`src/rtl/axi4_lite_pkg.sv`:
```
// Shared types for the AXI4-Lite register file slave.
// Response codes, channel FSM states and the data width.
package axi4_lite_pkg;

  localparam int AXIL_DATA_W = 32;

  typedef enum logic [1:0] {
    OKAY   = 2'b00,
    EXOKAY = 2'b01,
    SLVERR = 2'b10,
    DECERR = 2'b11
  } resp_t;

  typedef enum logic [2:0] {
    W_IDLE,
    W_HAVE_AW,
    W_HAVE_W,
    W_COMMIT,
    W_RESP
  } wr_state_t;

  typedef enum logic {
    R_IDLE,
    R_RESP
  } rd_state_t;

endpackage

```
`src/rtl/axil_reg_bank.sv`:
```
// Register array with byte-strobe merge and per-register write pulse.
// Ports: clk/rst, write port (we/widx/wstrb/wdata), read port (ridx/rdata), q, wr_pulse.
module axil_reg_bank
  import axi4_lite_pkg::*;
#(
  parameter int NUM_REGS = 16,
  parameter int IDX_W    = 4
) (
  input  logic                            clk,
  input  logic                            rst,
  input  logic                            we,
  input  logic [IDX_W-1:0]                widx,
  input  logic [3:0]                      wstrb,
  input  logic [AXIL_DATA_W-1:0]          wdata,
  input  logic [IDX_W-1:0]                ridx,
  output logic [AXIL_DATA_W-1:0]          rdata,
  output logic [NUM_REGS*AXIL_DATA_W-1:0] q,
  output logic [NUM_REGS-1:0]             wr_pulse
);

  logic [AXIL_DATA_W-1:0] regs [NUM_REGS];

  always_ff @(posedge clk) begin
    if (rst) begin
      for (int k = 0; k < NUM_REGS; k++) begin
        regs[k] <= '0;
      end
      wr_pulse <= '0;
    end else begin
      wr_pulse <= '0;
      if (we) begin
        for (int b = 0; b < 4; b++) begin
          if (wstrb[b]) begin
            regs[widx][8*b +: 8] <= wdata[8*b +: 8];
          end
        end
        // An all-zero strobe changes nothing, so it is not reported.
        if (wstrb != 4'b0000) begin
          wr_pulse[widx] <= 1'b1;
        end
      end
    end
  end

  assign rdata = (32'(ridx) < NUM_REGS) ? regs[ridx] : '0;

  for (genvar k = 0; k < NUM_REGS; k++) begin : g_q
    assign q[AXIL_DATA_W*k +: AXIL_DATA_W] = regs[k];
  end

endmodule

```
`src/rtl/axi4_lite_slave_regfile.sv`:
```
// AXI4-Lite slave fronting NUM_REGS 32-bit control registers.
// Ports: S_AXI AW/W/B/AR/R channels, reg_q contents, reg_wr_pulse strobes.
module axi4_lite_slave_regfile
  import axi4_lite_pkg::*;
#(
  parameter int NUM_REGS = 16,
  parameter int ADDR_W   = 32
) (
  input  logic                   clk,
  input  logic                   rst,
  input  logic [ADDR_W-1:0]      S_AXI_AWADDR,
  input  logic                   S_AXI_AWVALID,
  output logic                   S_AXI_AWREADY,
  input  logic [31:0]            S_AXI_WDATA,
  input  logic [3:0]             S_AXI_WSTRB,
  input  logic                   S_AXI_WVALID,
  output logic                   S_AXI_WREADY,
  output logic [1:0]             S_AXI_BRESP,
  output logic                   S_AXI_BVALID,
  input  logic                   S_AXI_BREADY,
  input  logic [ADDR_W-1:0]      S_AXI_ARADDR,
  input  logic                   S_AXI_ARVALID,
  output logic                   S_AXI_ARREADY,
  output logic [31:0]            S_AXI_RDATA,
  output logic [1:0]             S_AXI_RRESP,
  output logic                   S_AXI_RVALID,
  input  logic                   S_AXI_RREADY,
  output logic [NUM_REGS*32-1:0] reg_q,
  output logic [NUM_REGS-1:0]    reg_wr_pulse
);

  localparam int IDX_W = (NUM_REGS > 1) ? $clog2(NUM_REGS) : 1;
  localparam logic [ADDR_W-1:0] LIMIT = ADDR_W'(NUM_REGS * 4);

  wr_state_t wst, wst_n;
  rd_state_t rd_st, rd_st_n;

  // Held low for the first cycle after reset so every output reads 0.
  logic up;

  logic [ADDR_W-1:0] aw_addr;
  logic [31:0]       w_data;
  logic [3:0]        w_strb;
  resp_t             bresp_q;
  resp_t             rresp_q;
  logic [31:0]       rdata_q;
  logic [31:0]       bank_rdata;

  logic aw_hs, w_hs, ar_hs;
  logic aw_ok, ar_ok;

  assign S_AXI_AWREADY = up && (wst == W_IDLE || wst == W_HAVE_W);
  assign S_AXI_WREADY  = up && (wst == W_IDLE || wst == W_HAVE_AW);
  assign S_AXI_BVALID  = (wst == W_RESP);
  assign S_AXI_BRESP   = bresp_q;
  assign S_AXI_ARREADY = up && (rd_st == R_IDLE);
  assign S_AXI_RVALID  = (rd_st == R_RESP);
  assign S_AXI_RRESP   = rresp_q;
  assign S_AXI_RDATA   = rdata_q;

  assign aw_hs = S_AXI_AWVALID && S_AXI_AWREADY;
  assign w_hs  = S_AXI_WVALID && S_AXI_WREADY;
  assign ar_hs = S_AXI_ARVALID && S_AXI_ARREADY;
  assign aw_ok = aw_addr < LIMIT;
  assign ar_ok = S_AXI_ARADDR < LIMIT;

  always_ff @(posedge clk) begin
    if (rst) begin
      wst   <= W_IDLE;
      rd_st <= R_IDLE;
      up    <= 1'b0;
    end else begin
      wst   <= wst_n;
      rd_st <= rd_st_n;
      up    <= 1'b1;
    end
  end

  always_comb begin
    wst_n = wst;
    unique case (wst)
      W_IDLE: begin
        if (aw_hs && w_hs) wst_n = W_COMMIT;
        else if (aw_hs)    wst_n = W_HAVE_AW;
        else if (w_hs)     wst_n = W_HAVE_W;
      end
      W_HAVE_AW: if (w_hs)  wst_n = W_COMMIT;
      W_HAVE_W:  if (aw_hs) wst_n = W_COMMIT;
      W_COMMIT:  wst_n = W_RESP;
      W_RESP:    if (S_AXI_BREADY) wst_n = W_IDLE;
      default:   wst_n = W_IDLE;
    endcase
  end

  always_comb begin
    rd_st_n = rd_st;
    unique case (rd_st)
      R_IDLE:  if (ar_hs) rd_st_n = R_RESP;
      R_RESP:  if (S_AXI_RREADY) rd_st_n = R_IDLE;
      default: rd_st_n = R_IDLE;
    endcase
  end

  always_ff @(posedge clk) begin
    if (rst) begin
      aw_addr <= '0;
      w_data  <= '0;
      w_strb  <= '0;
      bresp_q <= OKAY;
      rresp_q <= OKAY;
      rdata_q <= '0;
    end else begin
      if (aw_hs) aw_addr <= S_AXI_AWADDR;
      if (w_hs) begin
        w_data <= S_AXI_WDATA;
        w_strb <= S_AXI_WSTRB;
      end
      if (wst == W_COMMIT) begin
        bresp_q <= aw_ok ? OKAY : SLVERR;
      end
      // Sampled before the commit edge lands, so a same-cycle write
      // to this register is not yet visible.
      if (ar_hs) begin
        rdata_q <= ar_ok ? bank_rdata : '0;
        rresp_q <= ar_ok ? OKAY : SLVERR;
      end
    end
  end

  axil_reg_bank #(
    .NUM_REGS (NUM_REGS),
    .IDX_W    (IDX_W)
  ) u_bank (
    .clk      (clk),
    .rst      (rst),
    .we       ((wst == W_COMMIT) && aw_ok),
    .widx     (aw_addr[IDX_W+1:2]),
    .wstrb    (w_strb),
    .wdata    (w_data),
    .ridx     (S_AXI_ARADDR[IDX_W+1:2]),
    .rdata    (bank_rdata),
    .q        (reg_q),
    .wr_pulse (reg_wr_pulse)
  );

endmodule
```
`config.mk`:
```
export PLATFORM = sky130hd
export DESIGN_NAME = axi4_lite_slave_regfile
export DESIGN_NICKNAME = d
export VERILOG_FILES = /design/src/rtl/axi4_lite_pkg.sv /design/src/rtl/axil_reg_bank.sv /design/src/rtl/axi4_lite_slave_regfile.sv
export SDC_FILE = /design/constraint.sdc
export NUM_CORES = 1
export LEC_CHECK = 0
export ABC_AREA = 1
export CAP_MARGIN = 25
export CORE_AREA = 3 3 265 267
export DETAILED_ROUTE_END_ITERATION = 10
export DIE_AREA = 0 0 268 270
export PLACE_DENSITY = 0.69
export RECOVER_POWER = 50
export SLEW_MARGIN = 20
export SYNTH_ARGS = -nofsm -noshare
export SYNTH_HDL_FRONTEND = slang
export SYNTH_SLANG_ARGS = --single-unit
export TNS_END_PERCENT = 30
```
`constraint.sdc`:
```
create_clock -name clk -period 4.5 [get_ports clk]
set_input_delay 1.125 -clock clk [delete_from_list [all_inputs] [get_ports clk]]
set_output_delay 1.125 -clock clk [all_outputs]
set_load 0.01 [all_outputs]
```
==> impl_metrics.ini <==
[layout]
post-route-util_pct = 54.5
regArea_um2 = 17800
filler_cell_count = 6042
finalNonFillerCells = 4394
nets = 3565
multi_input_area_um2 = 8620
drive_above_1_share_pct = 7.35
area_growth_pct = 30.5

[sta]
slew_headroom_pct = -109
setup_viol = 0
fmax_ghz = 0.285
tightest_slew_ns = 3.13
fin_tns_setup_ns = 0
slew_viol_final = 100
finalHoldViolCount = 0
clock_skew_ns = 0.0285
min_period_ns = 3.51
rsz0062_at_grt = no
min_period_over_period_pct = 78.0

[power_and_ir_drop]
p_per_area_nw_per_um2 = 380
seq_power_share_pct = 47.8
vdd_drop_max_mv = 0.255
combPwrFrac_pct = 12.9
p_sw_share_pct = 26.8
power.total_uw = 14200
p_switching_uw = 3790
p_int_uw = 10400
pwr-share-clk_pct = 39.3
power_leakage_uw = 0.0136

[global_route]
grt_pass1_wl_um = 158000
grt_use_total_pct = 29.8
overflow = 0
grt_max_degree = 129
grt_pass1_vias = 23172
antenna_found_initial = 4

[synth]
netlist_top_cells_area = edfxtp_1 (54%), nand3_1 (8.5%), dfxtp_1 (8.5%), nand2_1 (8.3%), nor2_1 (6.1%)
avgSynthCellArea_um2 = 9.91
netlist_instances = 2879
synthMuxAreaShare_pct = 0
synth_common_cells = nand2_1 (632), edfxtp_1 (512), nand3_1 (486), nor2_1 (464), clkbuf_1 (127)
yosysSeqAreaShare_pct = 62.4
async_reset_ff_share_pct = 0
synth_top_family_by_area = simple AND/OR/NAND/NOR gates
yosysTopAreaCell = edfxtp_1
ys_seq_elements = 633
synth_edf_count = 512
synth_top_area_share_pct = 53.9
synth_ff_type = edfxtp_1
yosys.area_share.simple_pct = 30.0
yosysUniqueCellTypes = 29
synth_compound_area_share_pct = 3.04
synth-xor-area-share_pct = 0
yosysMostFrequentCell = nand2_1
yosys_warnings = 0
synthesis.area_um2 = 28500
synthAdderAreaFrac_pct = 0

[route]
drc = 0
antenna_left = 0
via_per_inst = 5.63
wl_per_cell_um = 25.3
firstDrtPassIters = 6
drt_iter0_drc = 2914
wirelength_um = 111000
vias = 24758

[cts]
ctsHoldBuffers = 0
clk_latency_ns = 0.61
clock_path_buffers = 3
path_clk_slew_ns = 0.06
root_buffer = clkbuf_16
tritoncts = built
ctsResizeCount = 0
cts_sinks = 633
post_cts.repair.setup_buffers = 0
h-tree-depth = 3
cts_made_buffers = 68

[place]
dp.final_hpwl_um = 77900
placed_cells = 4270
gp_congestion = 0.895
port_buffers = 669

[worst_setup_path]
crit_path_start_kind = primary input
crit_path_max_fanout = 55
reg2regPathDepth = 7
end_kind = register
cp.arrival_ns = 3.76
cp.required_ns = 4.75
critPathKind = in2reg

[run_status]
status = finished, violations left
violations = max-capacitance violations, max-slew violations

[worst_hold_path]
hold_path.class = reg2reg
hold_depth = 2

[floorplan]
die_height_um = 270
core_area_um2 = 68300
io_pins = 676
dieArea_um2 = 72400
die_w_um = 268
num_rows = 96
initial_core_util_pct = 41.7

[run]
drv_cap = 2
## power by group through the flow
| stage | Clock, µW | Combinational [µW] | Sequential, µW |
|---|---|---|---|
| floorplan | 0 | 956 | 6870 |
| global placement | 0 | 1870 | 6900 |
| detailed placement | 0 | 1890 | 6900 |
| CTS | 5610 | 1890 | 6780 |
| global route | 5830 | 1950 | 6790 |
| finish | 5570 | 1820 | 6770 |
## kinds of logic after synthesis
logic type      count (synthesis)
compound gates                172
buf+inv                       302
flops                         633
other cells                     1
simple gates                 1771
## path summary, 6_finish.rpt
kind	startpoint	endpoint	slack (ns)
worst min-delay path	aw_addr[8]	aw_addr[8]	0.45
worst min register to register	aw_addr[8]	aw_addr[8]	0.45
worst max register to register	wst[1]	u_bank.regs[11][14]	1.06
worst max-delay path	rst	u_bank.regs[9][31]	0.99
## state kept, by name, summed over array words and instances, names as in the netlist
name	flops
S_AXI_BRESP	1
w_strb	4
S_AXI_RVALID	1
S_AXI_RRESP	1
w_data	32
u_bank.wr_pulse	16
wst	3
aw_addr	30
up	1
S_AXI_RDATA	32
u_bank.regs	512
## layout by cell type, fill, tap and decap left out, drive strengths merged
cell type and n:
clkbuf 104, o211ai 1, nand4 71, o21ai 66
nand2 632, or2 1, bufinv 4, clkinv 52
a211oi 1, nor3 4, a21oi 103, conb 2
clkinvlp 1, buf 38, a31oi 1, edfxtp 512
inv 70, nor2 576, clkdlybuf4s50 436, diode 1
nand3 487, dfxtp 121, dlygate4sd3 228
## critical path, stage by stage
cell	delay [ns]
clkbuf_1	0.15
inv_8	0.32
clkbuf_1	0.86
nand4_1	0.72
nand2_1	0.56
## routing by layer
layer / GRT usage, % / vias up / wire length (µm)
met5: 0 / - / 47
met4: 12.8 / 6 / 5000
met3: 6.78 / 285 / 12000
met1: 38.1 / 11835 / 41500
li1: - / 10931 / -
met2: 48.7 / 1701 / 52700
## final cells by class
cell class	instances	area share, %
inverter	99	1.05
clock inverter	28	0.756
tap	882	2.97
clock buffer	95	5.12
multi-input combinational	1945	23.2
antenna	1	0.00672
sequential	633	47.8
timing repair buffer	711	19.1
## per-stage QoR
step / setup WS (ns) / hold slack (ns) / cell area [µm²]
after floorplan: 1.77 / 0.429 / 28500
after global placement: 1.14 / 0.438 / 35900
after detailed placement: 1.10 / 0.446 / 35900
after CTS: 1.28 / 0.455 / 38100
after global routing: 0.828 / 0.466 / 37200
final: 0.988 / 0.452 / 37200
Note: power is estimated with default switching activity, not from simulation.
